<file path="src/rtl/mem_access_unit.sv">
// mem_access_unit: sequences one load/store at a time onto a big-endian byte-addressed 32-bit memory port,
// with sign/zero-extended sub-word loads and read-modify-write sub-word stores.
module mem_access_unit #(
  parameter int ADDR_W = 6,
  parameter int MEM_BYTES = 51
) (
  input  logic              clk,
  input  logic              reset,
  input  logic              req_valid,
  output logic              req_ready,
  input  logic              req_write,
  input  logic [1:0]        req_size,
  input  logic              req_signed,
  input  logic [ADDR_W-1:0] req_addr,
  input  logic [31:0]       req_wdata,
  output logic              rsp_valid,
  output logic [31:0]       rsp_rdata,
  output logic              rsp_err,
  output logic [ADDR_W-1:0] mem_address,
  output logic [31:0]       mem_writeData,
  output logic              mem_memwrite,
  output logic              mem_memread,
  input  logic [31:0]       mem_out32
);
  typedef enum logic [1:0] {IDLE, RD, WR, RESP} state_t;
  localparam logic [ADDR_W:0] last_byte = (ADDR_W+1)'(MEM_BYTES - 1);
  state_t state;
  logic wr_q, op_write, op_signed, req_err;
  logic [1:0] op_size, op_off;
  logic [4:0] sh;
  logic [31:0] op_wdata, mask, raw, ext, merged;
  logic [ADDR_W:0] top;
  assign req_ready = state == IDLE && !reset;
  assign mem_memwrite = wr_q && !reset;
  assign top = {1'b0, req_addr[ADDR_W-1:2], 2'b11};
  assign req_err = req_size == 2'b11 || (req_size == 2'b01 && req_addr[0]) ||
                   (req_size == 2'b10 && req_addr[1:0] != 2'b00) || top > last_byte;
  // shift that brings the addressed big-endian lane down to bit 0
  assign sh = op_size == 2'b00 ? {~op_off, 3'b000} : op_size == 2'b01 ? {~op_off[1], 4'b0000} : 5'd0;
  assign mask = op_size == 2'b00 ? 32'h0000_00ff : op_size == 2'b01 ? 32'h0000_ffff : 32'hffff_ffff;
  assign raw = (mem_out32 >> sh) & mask;
  assign ext = op_size == 2'b00 ? {{24{op_signed & raw[7]}}, raw[7:0]} :
               op_size == 2'b01 ? {{16{op_signed & raw[15]}}, raw[15:0]} : raw;
  assign merged = (mem_out32 & ~(mask << sh)) | ((op_wdata & mask) << sh);
  always_ff @(posedge clk) begin
    if (reset) begin
      state <= IDLE;
      rsp_valid <= 1'b0;
      rsp_rdata <= '0;
      rsp_err <= 1'b0;
      wr_q <= 1'b0;
      mem_memread <= 1'b0;
      mem_address <= '0;
      mem_writeData <= '0;
      op_write <= 1'b0;
      op_signed <= 1'b0;
      op_size <= '0;
      op_off <= '0;
      op_wdata <= '0;
    end else begin
      case (state)
        IDLE: if (req_valid) begin
          op_write <= req_write;
          op_signed <= req_signed;
          op_size <= req_size;
          op_off <= req_addr[1:0];
          op_wdata <= req_wdata;
          if (req_err) begin
            state <= RESP;
            rsp_valid <= 1'b1;
            rsp_err <= 1'b1;
            rsp_rdata <= '0;
          end else if (req_write && req_size == 2'b10) begin
            state <= WR;
            wr_q <= 1'b1;
            mem_address <= {req_addr[ADDR_W-1:2], 2'b00};
            mem_writeData <= req_wdata;
          end else begin
            state <= RD;
            mem_memread <= 1'b1;
            mem_address <= {req_addr[ADDR_W-1:2], 2'b00};
          end
        end
        RD: begin
          mem_memread <= 1'b0;
          if (op_write) begin
            state <= WR;
            wr_q <= 1'b1;
            mem_writeData <= merged;
          end else begin
            state <= RESP;
            rsp_valid <= 1'b1;
            rsp_err <= 1'b0;
            rsp_rdata <= ext;
          end
        end
        WR: begin
          wr_q <= 1'b0;
          state <= RESP;
          rsp_valid <= 1'b1;
          rsp_err <= 1'b0;
          rsp_rdata <= '0;
        end
        RESP: begin
          rsp_valid <= 1'b0;
          state <= IDLE;
        end
      endcase
    end
  end
endmodule

</file>
<file path="config.mk">
export PLATFORM = sky130hd
export DESIGN_NAME = mem_access_unit
export DESIGN_NICKNAME = d
export VERILOG_FILES = /design/src/rtl/mem_access_unit.sv
export SDC_FILE = /design/constraint.sdc
export NUM_CORES = 1
export LEC_CHECK = 0
export ABC_AREA = 1
export CELL_PAD_IN_SITES_DETAIL_PLACEMENT = 0
export CELL_PAD_IN_SITES_GLOBAL_PLACEMENT = 1
export CORE_MARGIN = 2
export CORE_UTILIZATION = 37
export DETAILED_ROUTE_END_ITERATION = 7
export PLACE_DENSITY_LB_ADDON = 0.1
export SLEW_MARGIN = 20
export SYNTH_ARGS = -nofsm -noshare
export SYNTH_HDL_FRONTEND = slang
export SYNTH_SLANG_ARGS = --single-unit
</file>
<file path="constraint.sdc">
create_clock -name clk -period 5.5 [get_ports clk]
set_input_delay 1.65 -clock clk [delete_from_list [all_inputs] [get_ports clk]]
set_output_delay 1.65 -clock clk [all_outputs]
set_load 0.02 [all_outputs]
</file>
==> run summary <==
Status -> finished clean
Vias in the first global route -> 5,701
Initial cell density of the core -> 37.8%
Root Driver -> clkbuf_16
Grt ovf -> 0
Synth warn -> 0
Setup CP Type -> in -> out
Non-filler cells, final -> 1,159
CTS-repair resized insts -> 0
Worst Clk Skew -> 7.61 ps
Fin crit share -> 79.1%
Drt first pass iters -> 5
Register bit total from synthesis -> 112
Setup_tns -> 0 ps
Slew Viols, Final -> 0
Final ANT Viol Nets -> 0
ANT cells -> 0
Cell Area, Placed -> 7210 sq um
H-tree Lvls -> 3
DR WL/cell -> 17.5 um
Mapped Area -> 5750 sq um
Total GRT Usage -> 24.5%
Leakage -> 0.00284 uW
RD Place Congestion -> 0.867
CTS hold repair buffers -> 0
Avg Cell Area, Syn -> 6.71 sq um
IO Pins -> 152
Die height -> 129 um
Largest net degree at the start of global routing -> 59
Chip Width -> 129 um
Crit-path slowest cell -> clkdlybuf4s50_1
CP delay by family, top -> buffers and inverters
DRT Wirelength -> 20,300 um
Critical Path Source Type -> primary input
Wire length of the first global-routing pass -> 31,500 um
Clock Sinks -> 112
Via density -> 5.31
Setup violators final -> 0
CP bufs+invs -> 2
Most common cell after layout, fill and taps aside -> nand2_1
Fin. Hold Viols -> 0
Crit. End Element -> primary output
Worst skew pair latency -> 360 ps
RSZ-0062 raised after global routing -> false
I/O Buffers -> 149
Fillers -> 1,550
VDD IR max -> 364 uV
Share of layout cells above drive strength 1 -> 5.87%
Post-Synthesis Cells -> 856
Max Fclk -> 230 MHz
Top FF cell, synth -> dfxtp_1
Pwr/cell area -> 543 nW/um^2
Maximum fanout along the worst path -> 19
Finished Cell Area -> 7550 sq um
Crit-path cells -> buf_2, nor2_1, clkdlybuf4s50_1
Initial antenna violation count -> 0
FP Rows -> 45
Die area -> 16,500 sq um
TritonCTS clock tree -> yes
Setup bufs post-CTS -> 0
Clk buf depth -> 2
Max-Cap Viols -> 0
Vias -> 6,150
EDFF count, synth -> 0
Tmin final -> 4350 ps
Post-synth ARST share -> 0%
Drc violations -> 0
Most frequent cells in the layout -> nand2_1 (172), clkdlybuf4s50_1 (148), nor2_1 (147)
Worst EP required -> 3850 ps
Syn-to-layout area delta -> 31.3%
Cell variety after synth -> 33
Hpwl dp -> 14,400 um
Core box area -> 15,200 sq um
Sequential element share of the synthesized area -> 39.0%
WP data arrival -> 2700 ps
Worst Max-Slew Pin Slew -> 1190 ps
Hold_ws -> 463 ps
Relative slew slack -> 20.4%
# placed instances -> 1,143
# nets final -> 1,049
DRT iter0 DRCs -> 522
Clock slew at reported path FFs -> 70 ps
Hold/Removal Path Class -> reg -> reg
Total CTS buffers -> 9
Max incr delay on CP -> 630 ps
Power Total -> 4090 uW
[logic make-up (layout without fill, tap and decap cells)]
logic type	Yosys count	after routing	share of synthesized area [%]
other	1	2	0.0652
AOI/OAI and AO/OA	238	238	22.1
and+or+nand+nor	409	409	29.8
buffers and inverters	90	204	7.75
DFF	112	112	39.0
adders and majority gates	6	6	1.31
[power breakdown]
group	switching, uW	total, uW	internal [uW]
logic	1400	2140	739
registers	158	1200	1050
clock network	309	751	442
total	1870	4090	2230
[worst register-to-register path: cells and delay by family (launching register included)]
family,cells,cell delay (ps)
compound gates,2,460
buf+inv,1,240
flops,1,1110
simple gates,5,1340
[synthesized netlist by cell type, types with 3 or more instances]
library cell  count  area, sq um
buf_4            12         90.1
buf_6             6         67.6
nor2_1          147          552
a21oi_2          11         96.3
a21oi_1          90          450
dfxtp_1         112         2240
nor2_4            4         45.0
ha_1              6         75.1
inv_1            24         90.1
o21ai_1          24          120
nor3_1            9         45.0
nand2_1         172          646
o21ai_0          94          470
nand3_1          64          320
o31ai_1           7         52.6
clkbuf_1         28          105
nand4_1           3         18.8
inv_2             5         18.8
a31oi_1           9         56.3
buf_2            12         60.1
[metal layers]
layer	global-route usage (%)	up-vias	wire, um
li1	-	3052	-
met1	35.4	2857	9690
met2	37.7	223	9020
met3	4.66	18	1360
met4	5.69	0	272
met5	0	-	0
[layout make-up]
type	instances	area, sq um	area share [%]
tap	188	235	3.12
timing repair buffer	158	1550	20.6
multi-input combinational	655	3060	40.6
sequential	112	2240	29.7
clock buffer	9	225	2.98
inverter	30	115	1.53
clock inverter	7	110	1.46
[state kept, by name, indices dropped and copies added, names as in the netlist, 2 cells and up]
name and count:
op_wdata 32, mem_writeData 32, op_size 2, op_off 2
rsp_rdata 32, state 2, mem_address 4
[final timing paths]
kind	from	endpoint	slack [ps]	depth (start not counted)
max reg2reg	op_size[1]$_SDFFE_PP0P_	mem_writeData[1]$_SDFFE_PP0P_	2290	8
min reg2reg	mem_memread$_SDFFE_PP0P_	mem_memread$_SDFFE_PP0P_	460	2
max	reset	mem_memwrite	1150	3
min	mem_memread$_SDFFE_PP0P_	mem_memread$_SDFFE_PP0P_	460	2
[metrics by stage]
step / utilization, % / worst slack (ps)
global route: 49.6 / 1090
finish: 49.6 / 1150
detailed placement: 47.4 / 1140
floorplan: - / 1490
CTS: 49.6 / 1130
global placement: 47.4 / 1170
Note: power is estimated with default switching activity, not from simulation.
